**config.mk**
```make
export PLATFORM = sky130hd
export DESIGN_NAME = ifu_fetch_unit
export DESIGN_NICKNAME = d
export VERILOG_FILES = /design/src/rtl/ifu_fetch_unit.sv
export SDC_FILE = /design/constraint.sdc
export NUM_CORES = 1
export LEC_CHECK = 0
export CAP_MARGIN = 10
export CELL_PAD_IN_SITES_DETAIL_PLACEMENT = 0
export CELL_PAD_IN_SITES_GLOBAL_PLACEMENT = 1
export CORE_MARGIN = 2
export CORE_UTILIZATION = 41
export DETAILED_ROUTE_END_ITERATION = 7
export PLACE_DENSITY_LB_ADDON = 0.3
export SYNTH_ARGS = -nofsm -noshare
export SYNTH_HDL_FRONTEND = slang
export SYNTH_SLANG_ARGS = --single-unit
```
**constraint.sdc**
```tcl
create_clock -name clk -period 24.4 [get_ports clk]
set_clock_uncertainty 0.15 [all_clocks]
set_input_delay 4.88 -clock clk [delete_from_list [all_inputs] [get_ports clk]]
set_output_delay 4.88 -clock clk [all_outputs]
set_load 0.02 [all_outputs]
```
**src/rtl/ifu_fetch_unit.sv**
```systemverilog
// Instruction-fetch front end: fetch PC, aligned block requests to imem, BUF_DEPTH decode FIFO.
// Optional IFU_FETCH_BYPASS_EN presents a response on fetch_* in its arrival cycle when the FIFO is empty.
module ifu_fetch_unit #(
  parameter int XLEN        = 64,
  parameter int FETCH_WIDTH = 4,
  parameter int BUF_DEPTH   = 2,
  parameter logic [XLEN-1:0] RESET_PC = '0
) (
  input  logic                     clk,
  input  logic                     rst_n,
  input  logic                     redirect_valid,
  input  logic [XLEN-1:0]          redirect_pc,
  output logic                     imem_req_valid,
  input  logic                     imem_req_ready,
  output logic [XLEN-1:0]          imem_req_addr,
  input  logic                     imem_resp_valid,
  input  logic [FETCH_WIDTH*32-1:0] imem_resp_data,
  output logic                     fetch_valid,
  input  logic                     fetch_ready,
  output logic [XLEN-1:0]          fetch_pc,
  output logic [FETCH_WIDTH*32-1:0] fetch_inst,
  output logic [FETCH_WIDTH-1:0]   fetch_mask
);

  localparam int BLK_BYTES = FETCH_WIDTH * 4;
  localparam int BLK_BITS  = $clog2(BLK_BYTES);
  localparam int OFF_BITS  = BLK_BITS - 2;
  localparam int OFFW      = (OFF_BITS > 0) ? OFF_BITS : 1;
  localparam int DW        = FETCH_WIDTH * 32;
  localparam int PTRW      = $clog2(BUF_DEPTH);
  localparam logic [XLEN-1:0] BLK_MASK = XLEN'(BLK_BYTES - 1);

  typedef enum logic [1:0] {S_REQ, S_WAIT, S_STALL} state_t;

  state_t           state_reg, state_next;
  logic [XLEN-1:0]  pc_reg, pc_next;
  logic [XLEN-1:0]  req_pc_reg, req_pc_next;
  logic [OFFW-1:0]  req_off_reg, req_off_next;
  logic [OFFW-1:0]  pc_off;
  logic             outstanding_reg, outstanding_next;
  logic             drop_reg, drop_next;
  logic [PTRW-1:0]  wr_ptr_reg, rd_ptr_reg;
  logic [PTRW:0]    count_reg;

  logic [XLEN-1:0]        fifo_pc   [BUF_DEPTH];
  logic [DW-1:0]          fifo_data [BUF_DEPTH];
  logic [FETCH_WIDTH-1:0] fifo_mask [BUF_DEPTH];

  logic [XLEN-1:0]        req_addr;
  logic [FETCH_WIDTH-1:0] resp_mask;
  logic                   credit, req_valid, resp_accept;
  logic                   bypass, push, pop, fifo_empty;

  assign req_addr      = pc_reg & ~BLK_MASK;
  assign imem_req_addr = req_addr;
  assign credit        = (int'(count_reg) + int'(outstanding_reg)) < BUF_DEPTH;
  assign imem_req_valid = req_valid && rst_n;
  assign fifo_empty    = (count_reg == '0);

  generate
    if (OFF_BITS > 0) begin : g_off
      assign pc_off = pc_reg[BLK_BITS-1:2];
    end else begin : g_no_off
      assign pc_off = '0;
    end
  endgenerate

  // Slots below the entry offset of the block are not part of the fetch stream.
  generate
    for (genvar gi = 0; gi < FETCH_WIDTH; gi++) begin : g_mask
      assign resp_mask[gi] = (gi >= int'(req_off_reg));
    end
  endgenerate

  always_comb begin
    state_next       = state_reg;
    pc_next          = pc_reg;
    req_pc_next      = req_pc_reg;
    req_off_next     = req_off_reg;
    outstanding_next = outstanding_reg;
    drop_next        = drop_reg;
    req_valid        = 1'b0;
    resp_accept      = 1'b0;
    if (redirect_valid) begin
      pc_next          = redirect_pc;
      drop_next        = outstanding_reg && !imem_resp_valid;
      outstanding_next = outstanding_reg && !imem_resp_valid;
      state_next       = (outstanding_reg && !imem_resp_valid) ? S_WAIT : S_REQ;
    end else begin
      case (state_reg)
        S_REQ: begin
          if (credit) begin
            req_valid = 1'b1;
            if (imem_req_ready) begin
              outstanding_next = 1'b1;
              req_pc_next      = pc_reg;
              req_off_next     = pc_off;
              pc_next          = req_addr + XLEN'(BLK_BYTES);
              state_next       = S_WAIT;
            end
          end else begin
            state_next = S_STALL;
          end
        end
        S_WAIT: begin
          if (imem_resp_valid) begin
            outstanding_next = 1'b0;
            drop_next        = 1'b0;
            resp_accept      = !drop_reg;
            state_next       = S_REQ;
          end
        end
        S_STALL: begin
          if (credit) state_next = S_REQ;
        end
        default: state_next = S_REQ;
      endcase
    end
  end

`ifdef IFU_FETCH_BYPASS_EN
  assign bypass = resp_accept && fifo_empty;
`else
  assign bypass = 1'b0;
`endif

  // A bypassed block that decode takes immediately never occupies a FIFO slot.
  assign push = resp_accept && !(bypass && fetch_ready);
  assign pop  = !redirect_valid && fetch_ready && !fifo_empty;
  assign fetch_valid = bypass || !fifo_empty;

  always_comb begin
    fetch_pc   = fifo_pc[rd_ptr_reg];
    fetch_inst = fifo_data[rd_ptr_reg];
    fetch_mask = fifo_mask[rd_ptr_reg];
    if (bypass) begin
      fetch_pc   = req_pc_reg;
      fetch_inst = imem_resp_data;
      fetch_mask = resp_mask;
    end
    if (!fetch_valid) fetch_mask = '0;
  end

  always_ff @(posedge clk) begin
    if (push) begin
      fifo_pc[wr_ptr_reg]   <= req_pc_reg;
      fifo_data[wr_ptr_reg] <= imem_resp_data;
      fifo_mask[wr_ptr_reg] <= resp_mask;
    end
  end

  always_ff @(posedge clk or negedge rst_n) begin
    if (!rst_n) begin
      state_reg       <= S_REQ;
      pc_reg          <= RESET_PC;
      req_pc_reg      <= RESET_PC;
      req_off_reg     <= '0;
      outstanding_reg <= 1'b0;
      drop_reg        <= 1'b0;
      wr_ptr_reg      <= '0;
      rd_ptr_reg      <= '0;
      count_reg       <= '0;
    end else begin
      state_reg       <= state_next;
      pc_reg          <= pc_next;
      req_pc_reg      <= req_pc_next;
      req_off_reg     <= req_off_next;
      outstanding_reg <= outstanding_next;
      drop_reg        <= drop_next;
      if (redirect_valid) begin
        wr_ptr_reg <= '0;
        rd_ptr_reg <= '0;
        count_reg  <= '0;
      end else begin
        if (push) wr_ptr_reg <= wr_ptr_reg + PTRW'(1);
        if (pop)  rd_ptr_reg <= rd_ptr_reg + PTRW'(1);
        count_reg <= count_reg + (PTRW+1)'(push) - (PTRW+1)'(pop);
      end
    end
  end

endmodule

```
==> results.json <==
{
  "ant_nets": 0,
  "fin_cells": 2559,
  "crit_required_ps": 19370,
  "setup_viol": 0,
  "status": "completed",
  "finalCritPeriodShare_pct": 47.55,
  "synth_area_sq_mm": 0.02111,
  "holdCritPathClass": "reg2reg",
  "gp_congestion": 0.8221,
  "cp-start-kind": "input pin",
  "hold_violations": 0,
  "layout.nets": 2033,
  "core-area_sq_mm": 0.05109,
  "final_max_slew_viol_count": 0,
  "grt.overflow.total": 0,
  "grt_pass1_vias": 13180,
  "cts_buffer_depth": 3,
  "clock-sinks": 526,
  "placed_cells": 2456,
  "reg2reg_from": "state_reg[0]",
  "fillerInstances": 4275,
  "grt_max_degree": 97,
  "min_period_ps": 11600,
  "synthTopCellsByArea": "edfxtp_1 (55%), dfrtp_1 (16%), mux2_2 (10%)",
  "grt_util_all_layers_pct": 20.36,
  "synth_cell_types": 49,
  "rows": 83,
  "drc_errors": 0,
  "cts_made_buffers": 55,
  "max_slew.worst_pin.slew_ps": 1145,
  "final_common_cell": "clkdlybuf4s50_1",
  "drt-wirelength-per-cell_um": 21.55,
  "syn_area_per_cell_sq_um": 14.77,
  "wl_mm": 55.15,
  "hold_start": "req_pc_reg[13]",
  "final_cell_mix": "clkdlybuf4s50_1 (453), edfxtp_1 (390), nand2_1 (247)",
  "biggestRegsByFlops": "fifo_data (256), fifo_pc (128)",
  "synth_cells": 1429,
  "vias": 12990,
  "r2r_end": "fifo_data[0][45]",
  "die_h_um": 230.9,
  "ios": 460,
  "synth_ff_type": "edfxtp_1",
  "yosysWarnings": 0,
  "whs_path_depth": 0,
  "antenna_found_initial": 5,
  "tns_ps": 0,
  "crit_type": "in2out",
  "path_clk_slew_ps": 60,
  "synth-edff-count": 390,
  "fp.dieW_um": 230.9,
  "hold_path_end": "fifo_pc[1][13]",
  "viasPerCell": 5.077,
  "r2r_setup_slack_ps": 19700,
  "power_density_mw_per_mm2": 87.20,
  "ys_seq_elements": 526,
  "drive_gt1_share_pct": 16.35,
  "hpwlAfterDp_mm": 37.35,
  "async_reset_ff_share_pct": 25.86,
  "htreeDepth": 2,
  "largest_reg_flops": 256,
  "max-cap-violations": 0,
  "syn_to_final_growth_pct": 31.43,
  "path_max_fanout": 73,
  "drt-initial-drc-count": 883,
  "post-cts-setup-buffer-count": 0,
  "cts_resized": 0,
  "yosysTopAreaCell": "edfxtp_1",
  "synth_top_area_share_pct": 55.48,
  "crit_start": "rst_n",
  "ys_seq_area_share_pct": 71.60,
  "end_kind": "primary output",
  "root_buffer": "clkbuf_16",
  "hold_buffers": 0,
  "tritoncts": "yes",
  "ir_worst_vdd_mv": 0.04927,
  "fmax_mhz": 86.20,
  "power_leakage_nw": 9.873,
  "grt_pass1_wl_mm": 81.76,
  "ff2ff_path_depth": 5,
  "largest-register": "fifo_data",
  "port_buffers": 455,
  "worstPathArrival_ps": 6570,
  "rsz0062_at_grt": "false",
  "initial_core_util_pct": 41.32,
  "insertion_delay_ps": 590,
  "dieArea_sq_mm": 0.05332,
  "slew_headroom_pct": 23.64,
  "first_pass_iters": 5
}
logic make-up after synthesis:
kind of cell / after synthesis / synth area share (%)
AO/OA/AOI/OAI: 93 / 2.501
XOR/XNOR: 44 / 1.826
adder cells (fa/ha/maj): 2 / 0.1185
buffers and inverters: 135 / 3.562
flip-flops: 526 / 71.60
multiplexers: 200 / 10.64
other: 1 / 0.01776
AND/OR/NAND/NOR: 428 / 9.738
synth_stat cells, types with 3 or more instances:
library cell	count
xnor2_1	29
and3_1	8
buf_1	5
nor3_1	16
or3_1	10
inv_1	10
or4_1	11
mux2_2	195
o21ai_0	60
nor2b_1	3
and4_1	12
mux2i_1	5
a22oi_1	4
clkbuf_1	53
buf_4	65
o31ai_1	3
xor2_1	15
nand2b_1	5
edfxtp_1	390
and2_1	4
nand3_1	21
dfrtp_1	136
nor2_1	29
a31oi_1	14
nand4_1	30
nand2_1	247
a21oi_1	3
nor4_1	18
routing by layer:
layer | track usage (%) | wire length [um]
met2 | 32.62 | 26030
met1 | 26.76 | 23210
met4 | 5.181 | 1226
met5 | 0 | 58
met3 | 6.682 | 4629
power breakdown:
group / switching [W] / leakage, nW / internal, W
Sequential: 0.0000766 / 5.20 / 0.00108
Clock: 0.000344 / 0.879 / 0.000488
Combinational: 0.000225 / 3.79 / 0.000207
how the worst max path moves through the flow:
stage	endpoint	slack (ps)	depth (start not counted)
2_1_floorplan	fifo_data[0][0]	7400	4
3_3_place_gp	imem_req_valid	12840	4
3_5_place_dp	imem_req_valid	12760	4
4_1_cts	imem_req_valid	12750	4
5_1_grt	imem_req_valid	12580	4
6_report	imem_req_valid	12800	4
layout make-up:
type	instances	area, sq um	share of cell area, %
multi-input cells	771	5290	19.07
inverters	11	41.29	0.1488
clock buffers	71	1468	5.290
flip-flops and latches	526	15120	54.49
clock inverters	31	324.1	1.168
repair buffers	468	4651	16.76
diodes	1	2.502	0.009019
well taps	680	850.8	3.067
through the flow:
step                instance area (sq um)  setup slack (ps)  util [%]  total power (W)  hold slack [ps]
floorplan                           21130              7398         -         0.001404            288.6
detailed placement                  25950             12760     50.79         0.001610            302.8
global placement                    25950             12840     50.79         0.001600            298.2
finish                              27750             12800     54.30         0.002419            316.6
global route                        27740             12580     54.30         0.002523            324.8
CTS                                 27740             12750     54.30         0.002446            315.9
worst max-delay path: stages:
cell and delay (ps):
buf_6 530, nand2b_1 150, nor4_1 290, clkdlybuf4s50_1 680
Note: power is estimated with default switching activity, not from simulation.
==> variant, RTL diff (same flow settings) <==
`FETCH_WIDTH`: 4 -> 2.
--- a/src/rtl/ifu_fetch_unit.sv
+++ b/src/rtl/ifu_fetch_unit.sv
@@ -2,7 +2,7 @@
 // Optional IFU_FETCH_BYPASS_EN presents a response on fetch_* in its arrival cycle when the FIFO is empty.
 module ifu_fetch_unit #(
   parameter int XLEN        = 64,
-  parameter int FETCH_WIDTH = 4,
+  parameter int FETCH_WIDTH = 2,
   parameter int BUF_DEPTH   = 2,
   parameter logic [XLEN-1:0] RESET_PC = '0
 ) (
Interface: changed (resized fetch_inst, fetch_mask and imem_resp_data); port bits go from 460 to 330. No check against the original RTL was run, so the function may have changed too.
==> variant against the original RTL <==
Clock power fell by 25%; area after synthesis fell by 22%; synthesized cell count fell by 22%; design area fell by 24%; maximum frequency rose by 1.6%; routed wire length fell by 28%; highest routed layer unchanged; worst setup slack improved by 0.18 ns; sequential cell count fell by 132; critical endpoint unchanged; final cell count fell by 24%; power fell by 23%; sequential power fell by 22%; largest power group unchanged.
==> variant: results <==
{
  "outcome": "complete, no violations",
  "wl_met2_um": 18600,
  "synth-edff-count": 258,
  "cts_made_buffers": 42,
  "synth_warnings": 0,
  "vdd_drop_max_mv": 0.0517,
  "numPortBuffers": 326,
  "slowest_stage": "clkdlybuf4s50_1",
  "clk_latency_ns": 0.57,
  "dp_hpwl_um": 26500,
  "synth_compound_area_frac": 0.0400,
  "yosysTopAreaCellShare": 0.470,
  "routed-wl-met3_um": 2900,
  "grt_util_met2": 0.300,
  "wl_per_cell_um": 20.5,
  "ys_top_cells_by_count": "edfxtp_1 (258), mux2_2 (193), dfrtp_1 (136), buf_4 (65), nand2_1 (63)",
  "use_met3": 0.0498,
  "slowest_delay_ns": 0.70,
  "synthAdderAreaFrac": 0.00152,
  "nFillCells": 3339,
  "groute.usage.overall": 0.190,
  "largestRegisters": "fifo_data x128, fifo_pc x128",
  "final_common_cell": "clkdlybuf4s50_1",
  "synth_xor_area_frac": 0.0170,
  "grt_pass1_wl_um": 60100,
  "drive_above_1_share": 0.207,
  "synthTopCellsByArea": "edfxtp_1 (47%), dfrtp_1 (21%), mux2_2 (13%)",
  "fin_nets": 1517,
  "cp.arrival_ns": 6.39,
  "crit_path_max_fanout": 22,
  "grt_start_max_net_pins": 77,
  "wl_met1_um": 17600,
  "worst-r2r-cell-count": 4,
  "globalRouteMet1Util": 0.260,
  "rrSetupSlack_ns": 21.11,
  "gp_congestion": 0.737,
  "num_vias": 10044,
  "crit_family": "buffers and inverters",
  "synthMuxAreaShare": 0.133,
  "async_reset_ff_frac": 0.345,
  "synth.distinct_cells": 53,
  "cts-root-buf": "clkbuf_16",
  "yosysSeqAreaShare": 0.676,
  "relSlewSlack": 0.294,
  "dpl-instance-area_um2": 19800,
  "p_leak_nw": 7.46,
  "grt_antenna_before_repair": 2,
  "drt-initial-drc-count": 749
}
variant: metrics by stage:
step | instances | total power, mW | hold WS [ns] | setup WS, ns
finish | 1941 | 1.86 | 0.314 | 12.98
global route | 1939 | 1.95 | 0.326 | 12.93
CTS | 1939 | 1.89 | 0.311 | 12.99
detailed placement | 1862 | 1.25 | 0.302 | 12.98
global placement | 1862 | 1.24 | 0.294 | 13.01
floorplan | 1110 | 1.11 | 0.288 | 5.79
variant: logic make-up (layout without fill, tap and decap cells):
kind of cell             Yosys count  in the layout
AO/OA/AOI/OAI                    105            105
XOR/XNOR                          32             32
multiplexers                     195            195
adder cells (fa/ha/maj)            2              2
buffers and inverters            127            431
other                              1              5
flip-flops                       394            394
AND/OR/NAND/NOR                  252            252
variant: path summary, 6_finish.rpt:
check                            endpoint           start
max in group asynchronous      rd_ptr_reg           rst_n
hold / removal             fifo_pc[0][62]  req_pc_reg[62]
hold reg to reg            fifo_pc[0][62]  req_pc_reg[62]
setup / recovery           imem_req_valid  redirect_valid
setup reg to reg           fifo_pc[1][52]    state_reg[1]
min in group asynchronous  req_pc_reg[45]           rst_n
variant: worst reg2reg max path: stages, from the launching register on:
cell and delay, ns:
dfrtp_1 0.42, nand3b_1 0.23, nor2_1 0.31, and3_4 0.78, buf_4 0.90
variant: power breakdown:
part           leakage, nW  total (mW)  internal (mW)  switching (mW)
registers             3.93       0.900          0.830          0.0703
logic                 2.86       0.337          0.180           0.157
clock network        0.669       0.628          0.367           0.261
variant: area by class of cell:
cell class	instances	area [um2]	area share
clock inverter	23	225	0.0106
antenna	2	5.00	0.000236
multi-input combinational	589	4610	0.217
tap	525	657	0.0310
sequential	394	11200	0.526
clock buffer	54	1150	0.0541
inverter	13	48.8	0.00230
timing repair buffer	341	3370	0.159
